## src/rtl/tage_pkg.sv

```systemverilog
// Shared definitions for the TAGE tagged-table arbiter: entry field layout and arbiter state encoding.
package tage_pkg;
  localparam int U_W     = 2;
  localparam int CTR_W   = 3;
  localparam int TAG_W   = 11;
  localparam int U_OFS   = 0;
  localparam int CTR_OFS = U_OFS + U_W;
  localparam int TAG_OFS = CTR_OFS + CTR_W;
  localparam int ENTRY_W = TAG_W + CTR_W + U_W;

  typedef enum logic [0:0] {
    ARB_IDLE  = 1'b0,
    ARB_AGING = 1'b1
  } arb_state_e;
endpackage

```

## src/rtl/tage_starve_counter.sv

```systemverilog
// Saturating count of consecutive blocked cycles; starved asserts once the count reaches MAX.
module tage_starve_counter #(
  parameter int MAX = 4
) (
  input  logic CLK,
  input  logic reset,
  input  logic inc,
  input  logic clr,
  output logic starved
);
  localparam int CNT_W = $clog2(MAX + 1);

  logic [CNT_W-1:0] cnt;

  always_ff @(posedge CLK) begin
    if (!reset || clr)
      cnt <= '0;
    else if (inc && (cnt != CNT_W'(MAX)))
      cnt <= cnt + 1'b1;
  end

  assign starved = (cnt == CNT_W'(MAX));
endmodule

```

## src/rtl/tage_table_arbiter.sv

```systemverilog
// Single-port TAGE table bank arbiter: lookup read, update write and optional u-bit aging sweep.
// The aging sweep is compiled in only when TAGE_UBIT_AGING_EN is defined.
module tage_table_arbiter
  import tage_pkg::*;
#(
  parameter int IDX_W      = 10,
  parameter int DATA_W     = 16,
  parameter int U_W        = tage_pkg::U_W,
  parameter int STARVE_MAX = 4
) (
  input  logic              CLK,
  input  logic              reset,
  input  logic              rd_req_valid,
  output logic              rd_req_ready,
  input  logic [IDX_W-1:0]  rd_idx,
  output logic              rd_resp_valid,
  output logic [DATA_W-1:0] rd_resp_data,
  input  logic              upd_req_valid,
  output logic              upd_req_ready,
  input  logic [IDX_W-1:0]  upd_idx,
  input  logic [DATA_W-1:0] upd_wdata,
  input  logic              age_start,
  output logic              age_busy,
  output logic              age_done,
  output logic              mem_en,
  output logic              mem_we,
  output logic [IDX_W-1:0]  mem_addr,
  output logic [DATA_W-1:0] mem_wdata,
  output logic [DATA_W-1:0] mem_wmask,
  input  logic [DATA_W-1:0] mem_rdata
);
  localparam logic [DATA_W-1:0] U_MASK = {{(DATA_W-U_W){1'b0}}, {U_W{1'b1}}};

  logic             grant_rd, grant_upd, grant_age;
  logic             upd_starved, age_starved, age_req;
  logic [IDX_W-1:0] age_ptr;
  logic             rd_resp_q;

  // Starved requesters jump the queue; update beats aging when both are starved.
  always_comb begin
    grant_rd  = 1'b0;
    grant_upd = 1'b0;
    grant_age = 1'b0;
    if (reset) begin
      if (upd_req_valid && upd_starved)  grant_upd = 1'b1;
      else if (age_req && age_starved)   grant_age = 1'b1;
      else if (rd_req_valid)             grant_rd  = 1'b1;
      else if (age_req)                  grant_age = 1'b1;
      else if (upd_req_valid)            grant_upd = 1'b1;
    end
  end

  assign rd_req_ready  = grant_rd;
  assign upd_req_ready = grant_upd;

  always_comb begin
    mem_en    = grant_rd | grant_upd | grant_age;
    mem_we    = grant_upd | grant_age;
    mem_addr  = '0;
    mem_wdata = '0;
    mem_wmask = '0;
    if (grant_rd) begin
      mem_addr = rd_idx;
    end else if (grant_upd) begin
      mem_addr  = upd_idx;
      mem_wdata = upd_wdata;
      mem_wmask = '1;
    end else if (grant_age) begin
      mem_addr  = age_ptr;
      mem_wmask = U_MASK;
    end
  end

  always_ff @(posedge CLK) begin
    if (!reset) rd_resp_q <= 1'b0;
    else        rd_resp_q <= grant_rd;
  end

  // Gated so a response registered just before reset never escapes during reset.
  assign rd_resp_valid = reset && rd_resp_q;
  assign rd_resp_data  = mem_rdata;

  tage_starve_counter #(.MAX(STARVE_MAX)) u_upd_starve (
    .CLK     (CLK),
    .reset   (reset),
    .inc     (upd_req_valid && !grant_upd),
    .clr     (grant_upd),
    .starved (upd_starved)
  );

`ifdef TAGE_UBIT_AGING_EN
  arb_state_e state, state_nxt;
  logic       age_done_q;
  logic       age_last;

  assign age_last = grant_age && (age_ptr == {IDX_W{1'b1}});

  always_ff @(posedge CLK) begin
    if (!reset) begin
      state      <= ARB_IDLE;
      age_ptr    <= '0;
      age_done_q <= 1'b0;
    end else begin
      state      <= state_nxt;
      age_done_q <= age_last;
      if (grant_age) age_ptr <= age_ptr + 1'b1;
    end
  end

  always_comb begin
    state_nxt = state;
    case (state)
      ARB_IDLE:  if (age_start) state_nxt = ARB_AGING;
      ARB_AGING: if (age_last)  state_nxt = ARB_IDLE;
      default:   state_nxt = ARB_IDLE;
    endcase
  end

  assign age_req  = (state == ARB_AGING);
  assign age_busy = reset && age_req;
  assign age_done = reset && age_done_q;

  tage_starve_counter #(.MAX(STARVE_MAX)) u_age_starve (
    .CLK     (CLK),
    .reset   (reset),
    .inc     (age_req && !grant_age),
    .clr     (grant_age),
    .starved (age_starved)
  );
`else
  logic unused_age_start;

  assign unused_age_start = age_start;
  assign age_req          = 1'b0;
  assign age_starved      = 1'b0;
  assign age_ptr          = '0;
  assign age_busy         = 1'b0;
  assign age_done         = 1'b0;
`endif
endmodule

```

## config.mk

```make
export PLATFORM = sky130hd
export DESIGN_NAME = tage_table_arbiter
export DESIGN_NICKNAME = d
export VERILOG_FILES = /design/src/rtl/tage_pkg.sv /design/src/rtl/tage_starve_counter.sv /design/src/rtl/tage_table_arbiter.sv
export SDC_FILE = /design/constraint.sdc
export NUM_CORES = 1
export LEC_CHECK = 0
export ABC_AREA = 1
export CAP_MARGIN = 20
export CORE_ASPECT_RATIO = 0.8
export CORE_MARGIN = 2
export CORE_UTILIZATION = 23
export DETAILED_ROUTE_END_ITERATION = 8
export PLACE_DENSITY = 0.84
export SYNTH_ARGS = -nofsm -noshare
export SYNTH_HDL_FRONTEND = slang
export SYNTH_SLANG_ARGS = --single-unit
export TNS_END_PERCENT = 1
```

## constraint.sdc

```tcl
create_clock -name CLK -period 2.4 [get_ports CLK]
set_clock_uncertainty 0.1 [all_clocks]
set_input_delay 0.48 -clock CLK [delete_from_list [all_inputs] [get_ports CLK]]
set_output_delay 0.48 -clock CLK [all_outputs]
set_load 0.005 [all_outputs]
```

# ---- After elaboration in Yosys (flattened, before gate mapping)
# Cells that the tools add are included.
dict set report classes {
  n_addsub 1
  n_eq_ne 2
  mux 13
  bitwise_logic 1
  reduce_logical 7
}
# cell count
set ops {}
lappend ops {{$mux W16} 4}
lappend ops {{$mux W10} 2}
lappend ops {{$mux W1} 7}
lappend ops {{$logic_and A1 B1 Y1} 4}
lappend ops {{$add A3 B1 Y3 const B} 1}
lappend ops {{$eq A3 B3 Y1 const B} 1}
lappend ops {{$ne A3 B3 Y1 const B} 1}
lappend ops {{$logic_not A1 Y1} 2}
lappend ops {{$logic_or A1 B1 Y1} 1}
lappend ops {{$or A1 B1 Y1} 1}
dict set report totals {
  register_bits 4
  in_bits 57
  output_inout_bits 65
  wordCells 26
}

# ---- Longest topological paths before layout
# Gate-level depths: netlist (run 1).
dict set report depth {
  ltp_word 7
  mapped_depth 9
  mapped_depth_nobuf 8
}

# ---- By module
# A second synthesis (run 1) with hierarchy kept.
dict set report hier_totals {
  hier_cells 146
  hier_area_um2 845.8
}
# module n_inst cells_each area_per_inst_um2 seq_area_each_um2
set modules_own_cells {}
lappend modules_own_cells {tage_table_arbiter 1 118 666.9 20.0}
lappend modules_own_cells {tage_starve_counter 1 28 178.9 60.1}

# ---- Least setup slack after synthesis (run 1)
# No wires, ideal clock.
dict set report synth_path {
  path_type {reg-to-output}
  start {register u_upd_starve.cnt[0]}
  end {output port mem_wmask[10]}
  t_arrival_ns 1.458
  t_required_ns 1.820
  path_slack_ns 0.362
  path_stages_with_launch 9
  n_path_buf 2
  path_cell_list {dfxtp_1 -> inv_1 -> ha_1 -> nand2_2 -> nand2_2 -> nand3_4 -> buf_2 -> inv_1 -> buf_4}
}
dict set report synth_between {
  elab_chain_cells 6
  elab_cells_between_ends 8
  cone_classes {eq/ne: 1; mux: 6; reduce/logical: 1}
}
# item line_no
set synth_rtl {}
lappend synth_rtl {{from (decl)} tage_starve_counter.sv:13} ;# logic [CNT_W-1:0] cnt;
lappend synth_rtl {{from (signal assigned)} tage_starve_counter.sv:19} ;# cnt <= cnt + 1'b1;
lappend synth_rtl {{$eq A3 B3 Y1 *} tage_starve_counter.sv:22} ;# assign starved = (cnt == CNT_W'(MAX));
lappend synth_rtl {{$logic_and A1 B1 Y1 *} tage_table_arbiter.sv:45} ;# if (upd_req_valid && upd_starved) grant_upd = 1'b1;
lappend synth_rtl {{$mux W1} tage_table_arbiter.sv:45}
lappend synth_rtl {{$mux W1} tage_table_arbiter.sv:44} ;# if (reset) begin
lappend synth_rtl {{$mux W16} tage_table_arbiter.sv:64} ;# end else if (grant_upd) begin
lappend synth_rtl {{$mux W16 *} tage_table_arbiter.sv:62} ;# if (grant_rd) begin
lappend synth_rtl {{to (decl)} tage_table_arbiter.sv:29} ;# output logic [DATA_W-1:0] mem_wmask,
# Mark *: on every way between the ends. The rest lies on a longest branch, timed or not.

# ---- Final worst setup path (run 1)
dict set report layout_path {
  start {register u_upd_starve.cnt[1]}
  end {output port mem_wdata[14]}
}
dict set report layout_between {
  elab_chain_cells 6
  elab_cells_between_ends 8
  cone_classes {eq/ne: 1; mux: 6; reduce/logical: 1}
}
# item line_no
set layout_rtl {}
lappend layout_rtl {{$eq A3 B3 Y1 *} tage_starve_counter.sv:22}
lappend layout_rtl {{$logic_and A1 B1 Y1 *} tage_table_arbiter.sv:45}
lappend layout_rtl {{$mux W1} tage_table_arbiter.sv:45}
lappend layout_rtl {{$mux W1} tage_table_arbiter.sv:44}
lappend layout_rtl {{$mux W16} tage_table_arbiter.sv:64}
lappend layout_rtl {{$mux W16 *} tage_table_arbiter.sv:62}
lappend layout_rtl {{to (decl)} tage_table_arbiter.sv:28} ;# output logic [DATA_W-1:0] mem_wdata,
# Marked as above.

==> key figures, run 1 <==
Layout
  – Storage element area: around 80 µm²
  – Post-route insts no fill: 242
  – Nets: 261
  – Area Overhead vs Synth: 98.4%
  – Post-route cell area: around 1600 µm²
  – N_diodes: 0
  – Utilization after layout: 46.8%
  – Filler cells: 356
  – Share of cells above drive strength 1: ~10%
  – Area of the multi-input gates: 344 µm²

Global route
  – Vias in the first global route: around 870
  – Antenna violations before repair: 0
  – Overflow after GRT: 0
  – Met2 Use GR: 20.7%
  – M3 GR Usage: 3.41%
  – Most Used Layer, Global Route: met2
  – Global-route wire length before repair: 3620 µm
  – Global Route Usage Sum: 10.9%
  – Met1 usage: 11.6%
  – Largest net degree at the start of global routing: 17

Pwr
  – Pwr per Cell Area: 257 nW/µm²
  – Power, Total: between 0.4 and 0.5 mW
  – Peak supply drop: 0.193 mV
  – Leak: 0.917 nW

Floorplanning
  – Row cnt: 19
  – Die Area: 3930 µm²
  – Initial Util: around a quarter
  – Die Wd: 69.6 µm
  – Core box area: ~3400 µm²
  – Die Ht: 56.4 µm
  – IO Pins: 122

Setup path
  – CP Capture Type: output pin
  – Crit start category: flop
  – Critical Path AT: 1.84 ns
  – Worst path max stage delay: roughly 0.51 ns
  – Kind of cell adding the most delay to the critical path: buffers and inverters
  – Critical path class: flop to output pin
  – CP bufs+invs: 3
  – Critical path's slowest cell: clkdlybuf4s50_1
  – Worst R2R End: u_upd_starve.cnt[0]$_SDFFE_PP0P_
  – Reg-to-reg slack, setup: 1.19 ns
  – FF-to-FF Start: u_upd_starve.cnt[0]$_SDFFE_PP0P_
  – Worst Path Max Fanout: 6
  – Data required, critical path: 1.82 ns
  – Cells on worst reg2reg path: 7
  – Worst-path cell chain: inv_1 -> ha_4 -> nand2_4 -> nand2_2 -> nand3_4 -> buf_4 -> nor2_1 -> clkdlybuf4s50_1

STA
  – Final setup fails: 11
  – Period utilisation layout: 101%
  – Final Hold Fails: 0
  – Setup TNS: -0.104 ns
  – Final WS setup: -0.0184 ns
  – Period minus WS final: approximately 2.4 ns
  – Hold slack final: 0.426 ns
  – Final Max Slew Viols: 0
  – Fmax: 413 MHz
  – RSZ-0062 raised after global routing: true

Place
  – IO buf count: 86
  – Area post-placement: roughly 1500 µm²
  – Dpl cells: 239
  – DPL Wire Length: 1850 µm
  – Pre-CTS setup slack: -0.264 ns
  – Placer Congestion: 0.733

Synth
  – Unique cell type count in the Yosys netlist: 16
  – Yosys warning total: 0
  – Yosys top cell by area: buf_4
  – Mapped Cells: between 100 and 150
  – Post-synthesis sequential area ratio: 10.1%
  – Top cells by area, synth: buf_4 34%, nand2_1 18%, inv_1 12%
  – Synth Register Bits: 4
  – Post-Syn Area: 791 µm²
  – Synth top area share: 34.2%
  – Mean post-synth cell area: 5.65 µm²

Min path
  – Worst Hold Class: flop to flop
  – Hold EP: u_upd_starve.cnt[2]$_SDFFE_PP0P_
  – Hold Crit Depth: 2
  – Beginning of the worst hold path: u_upd_starve.cnt[2]$_SDFFE_PP0P_

Run
  – MaxCap Viol Count: 0

Outcome
  – Failing checks: negative setup slack
  – Outcome: finished, violations left

Clocking
  – H-tree depth: 1
  – Setup bufs post-CTS: 0
  – Clock Tree Buf Depth: 2
  – Cts bufs inserted: 3
  – Clock transition at path regs: around 0.030 ns
  – Clk sinks: 4
  – Clk_lat worst skew: roughly 0.22 ns
  – CTS tree: yes
  – Root buf cell: clkbuf_8

Detailed routing
  – Detailed Routing Iterations Pass 1: 4
  – # DRC: 0
  – Final WL: between 2000 and 2500 µm
  – Vias/cell: 3.81
  – Wire per inst: 8.94 µm
  – Antenna Nets Post-Route: 0
  – DR iter-0 viols: 9
  – Via Count: 921
## worst max-delay path by stage
stage | start | to | slack (ns) | cells past startpoint
after global placement | reset | mem_addr[9] | -0.24 | 7
after floorplan | u_upd_starve.cnt[0]$_SDFFE_PP0P_ | mem_wmask[10] | 0.36 | 8
after detailed placement | reset | mem_addr[6] | -0.26 | 7
after global routing | u_upd_starve.cnt[0]$_SDFFE_PP0P_ | mem_wdata[1] | -0.13 | 8
after CTS | u_upd_starve.cnt[1]$_SDFFE_PP0P_ | mem_wdata[0] | -0.04 | 8
final | u_upd_starve.cnt[1]$_SDFFE_PP0P_ | mem_wdata[14] | -0.02 | 8
## area by class of cell
| type | instances | area share [%] |
|---|---|---|
| Multi-Input combinational cell | 71 | 21.9 |
| Tap cell | 42 | 3.35 |
| Clock buffer | 3 | 2.63 |
| Sequential cell | 4 | 5.10 |
| Timing Repair Buffer | 95 | 60.2 |
| Inverter | 27 | 6.78 |
## cells in the mapped netlist
master,n
nand2_1,38
buf_4,36
inv_1,26
nor2_1,18
dfxtp_1,4
nand3_1,3
o211ai_1,3
buf_2,2
ha_1,2
nand2_2,2
a21oi_1,1
buf_6,1
conb_1,1
inv_2,1
nand3_4,1
nand4_1,1
## power breakdown
part           switching, mW  internal [mW]
Clock                 0.0338          0.107
Sequential           0.00179         0.0703
Combinational         0.0639          0.127
Total                 0.0995          0.304
## cell usage in the layout, fill, tap and decap left out, types with 2 or more instances in the layout
cell type        instances
clkbuf_8                 3
nor2_1                  18
nand2_1                 38
conb_1                   2
clkdlybuf4s50_1         65
inv_1                   24
nand3_1                  2
dfxtp_1                  4
inv_2                    2
o211ai_1                 3
dlygate4sd2_1           14
buf_4                    7
dlymetal6s2s_1           7
## cells by family (layout without fill, tap and decap cells)
kind of cell / after synthesis / count (layout) / synth area share [%]
compound gates: 4 / 4 / 3.48
fa+ha+maj: 2 / 2 / 3.16
buf+inv: 66 / 125 / 49.7
flops: 4 / 4 / 10.1
other cells: 1 / 2 / 0.474
simple gates: 63 / 63 / 33.1
## worst reg2reg max path, stage by stage, from the launching register on
cell	delay [ns]
dfxtp_1	0.34
inv_2	0.07
ha_4	0.17
nand2_4	0.09
nand2_2	0.07
nand2_1	0.10
o211ai_1	0.09
nor2_1	0.11
## registers in the layout (all words and copies together) (netlist names)
name,flops
u_upd_starve.cnt,3
rd_resp_q,1
## metal layers
layer  vias up  share of wire (%)  routed length [µm]
met3         2                 11                 231
met1       385                 37                 804
li1        488                  -                   -
met5         -                  0                   0
met4         0               0.37                   8
met2        46                 52                1120
## what timing repair did
action | CTS | global route
endpoints found under the setup margin | 46 | 32
resized for setup | 23 | 7
hold buffers | 0 | 0
Power figures use the tool's default switching activity.
==> run 2: changes to the inputs <==
Settings changed: CORE_UTILIZATION 23 to 24, SYNTH_HIERARCHICAL set to 1.
==> key figures, run 2 <==
Outcome
  – Outcome: finished clean

Pwr
  – Pwr per Cell Area: 248 nW/µm² (-3.6%)
  – Peak supply drop: 0.430 mV (+120%)
  – Leak: 1.11 nW (+21%)

Detailed routing
  – # DRC: 0 (unchanged)
  – Vias/cell: 4.15 (+9.0%)
  – Antenna Nets Post-Route: 0 (unchanged)
  – Via Count: 1050 (+14%)
  – Wire per inst: 9.63 µm (+7.7%)
  – DR iter-0 viols: 27 (+18)
  – Detailed Routing Iterations Pass 1: 4 (unchanged)
  – Final WL: 2440 µm (+13%)

Setup path
  – Critical Path AT: 1.81 ns (-0.03 ns)
  – Worst path max stage delay: 0.57 ns (+0.06 ns)
  – Worst path most repeated cell: inv_2
  – CP bufs+invs: 4 (+1)
  – Worst Path Max Fanout: 4 (-2)
  – Crit start category: flop
  – CP Capture Type: output pin
  – Critical path class: flop to output pin
  – Reg-to-reg slack, setup: 0.56 ns (-0.63 ns)
  – Critical path's slowest cell: clkdlybuf4s50_1
  – Kind of cell adding the most delay to the critical path: buffers and inverters
  – Worst-path cell chain: inv_1 -> ha_2 -> nand2_2 -> inv_2 -> inv_2 -> a21oi_1 -> clkdlybuf4s50_1
  – Data required, critical path: 1.82 ns (about the same)

Floorplanning
  – Core box area: 3400 µm² (+1.4%)
  – Die Wd: 70.4 µm (+1.2%)
  – Die Ht: 57.1 µm (+1.2%)
  – Row cnt: 19 (unchanged)
  – IO Pins: 122 (unchanged)
  – Die Area: 4020 µm² (+2.3%)
  – Initial Util: 24.9% (+1.3 points)

Synth
  – Mapped Cells: 146 (+4.3%)
  – Synth Flop Type: dfxtp_1
  – Synth top cells by count: 36 x buf_4, 26 x inv_1, 22 x nand3_1
  – Synth Register Bits: 4 (unchanged)
  – Post-Syn Area: 846 µm² (+7.0%)
  – Yosys warning total: 6 (+6)
  – Top cells by area, synth: buf_4 32%, nand3_1 13%, inv_1 12%
  – Yosys top cell by area: buf_4
  – Post-synthesis sequential area ratio: 9.47% (-0.66 points)
  – Unique cell type count in the Yosys netlist: 15 (-1)
  – Mean post-synth cell area: 5.79 µm² (+2.6%)
  – Post-synthesis async set-or-reset flop share: 0% (unchanged)
  – Most common cell in the synthesized netlist: buf_4
  – Post-synth EDFFs: 0 (unchanged)
  – Synth top area share: 32.0% (-2.2 points)

Clocking
  – Root buf cell: clkbuf_8
  – H-tree depth: 1 (unchanged)
  – CTS tree: yes
  – Cts bufs inserted: 3 (unchanged)
  – Clock transition at path regs: 0.03 ns (about the same)
  – Clk sinks: 4 (unchanged)
  – Clk_lat worst skew: 0.22 ns (about the same)
  – Clock Tree Buf Depth: 2 (unchanged)

Layout
  – Leading cell type in the layout, fill and taps excluded: clkdlybuf4s50_1
  – Biggest register: u_upd_starve/cnt
  – Share of cells above drive strength 1: 16.6% (+6.6 points)
  – Max reg flops: 3 (unchanged)
  – Most frequent cells in the layout: 49 x clkdlybuf4s50_1, 24 x inv_1, 22 x nand3_1
  – N_diodes: 0 (unchanged)
  – Nets: 272 (+4.2%)
  – Top Registers: u_upd_starve/cnt: 3 flops, rd_resp_q: 1 flops
  – Area Overhead vs Synth: 96.7%
  – Utilization after layout: 49.0% (+2.1 points)

STA
  – Final setup fails: 0 (-11)
  – Period utilisation layout: 99.4% (-1.4 points)
  – Period minus WS final: 2.39 ns (-0.0334 ns)
  – Hold slack final: 0.390 ns (-0.0362 ns)
  – RSZ-0062 raised after global routing: true
  – Fmax: 419 MHz (+1.4%)
  – Final Max Slew Viols: 0 (unchanged)
  – Final Hold Fails: 0 (unchanged)
  – Final WS setup: 0.0149 ns (+0.0334 ns)

Min path
  – Worst Hold Class: flop to flop

Place
  – Placer Congestion: 0.755 (+3.0%)
  – DPL Wire Length: 2020 µm (+9.5%)
  – IO buf count: 86 (unchanged)
  – Pre-CTS setup slack: -0.195 ns (+0.0698 ns)

Global route
  – Global-route wire length before repair: 4060 µm (+12%)
  – Vias in the first global route: 915 (+5.1%)
  – Global Route Usage Sum: 12.2% (+1.3 points)
  – Antenna violations before repair: 0 (unchanged)
  – Largest net degree at the start of global routing: 17 (unchanged)
  – Overflow after GRT: 0 (unchanged)

Run
  – MaxCap Viol Count: 0 (unchanged)
## run 2: cell count changes after synthesis, sizes merged, moves of 2 or more
cell	delta
nand3	+18
nor2	+5
a21oi	+5
buf	-2
nand2	-17
o211ai	-3
## run 2: power by group
group          total [mW]  switching [mW]  internal [mW]
registers          0.0736         0.00224         0.0714
logic               0.197          0.0725          0.124
clock network       0.142          0.0352          0.107
total               0.412           0.110          0.302
## run 2: final cells by class
| type | count | area [µm²] |
|---|---|---|
| inverters | 28 | 106 |
| fillers | 337 | 1740 |
| clock buffers | 3 | 41.3 |
| repair buffers | 98 | 981 |
| flip-flops and latches | 4 | 81.3 |
| multi-input cells | 78 | 402 |
| well taps | 42 | 52.6 |
## run 2: logic make-up (layout without fill, tap and decap cells)
| kind of cell | Yosys count | after routing | synth area share [%] |
|---|---|---|---|
| AND/OR/NAND/NOR | 68 | 68 | 37.9 |
| buffers and inverters | 65 | 129 | 45.7 |
| AO/OA/AOI/OAI | 6 | 6 | 3.55 |
| flip-flops | 4 | 4 | 9.47 |
| adder cells (fa/ha/maj) | 2 | 2 | 2.96 |
| other | 1 | 2 | 0.443 |
## run 2: worst reg2reg max path: stages (launching register included)
cell and delay [ns]:
dfxtp_1 0.32, inv_1 0.05, ha_2 0.18, nand2_2 0.09, inv_2 0.06, inv_2 0.08
a21oi_1 0.11, buf_4 0.16, nor2_1 0.26, nand2_1 0.09, inv_1 0.07, nand2_1 0.05
nand2_1 0.05, nor2_1 0.04
## run 2: worst paths after layout
| check | start | to | cells after the start |
|---|---|---|---|
| setup / recovery | u_upd_starve/cnt[1]$_SDFFE_PP0P_ | upd_req_ready | 7 |
| hold / removal | u_upd_starve/cnt[1]$_SDFFE_PP0P_ | u_upd_starve/cnt[1]$_SDFFE_PP0P_ | 2 |
| setup reg to reg | u_upd_starve/cnt[0]$_SDFFE_PP0P_ | u_upd_starve/cnt[2]$_SDFFE_PP0P_ | 13 |
| hold reg to reg | u_upd_starve/cnt[1]$_SDFFE_PP0P_ | u_upd_starve/cnt[1]$_SDFFE_PP0P_ | 2 |
## run 2: per-stage QoR
stage / cell area [µm²] / cells / TNS, ns / total power [mW]
after detailed placement: 1570 / 248 / -7.26 / 0.282
after global routing: 1660 / 253 / -0.824 / 0.444
after floorplan: 850 / 147 / 0 / 0.176
final: 1660 / 253 / 0 / 0.412
after global placement: 1570 / 248 / -6.77 / 0.278
after CTS: 1590 / 251 / -1.31 / 0.415
## run 2: metal layers
layer / part of all wire, % / vias up / GRT usage, %
met1: 38 / 446 / 15.1
met5: 0 / - / 0
met4: 0.57 / 0 / 2.75
met3: 14 / 6 / 5.83
met2: 48 / 68 / 19.3
li1: - / 530 / -
## run 2: timing repair
item	in CTS	in global routing
hold buffers	0	0
endpoints found under the setup margin	45	26
pin swaps	1	1
buffers inserted	0	2
resized for setup	26	20
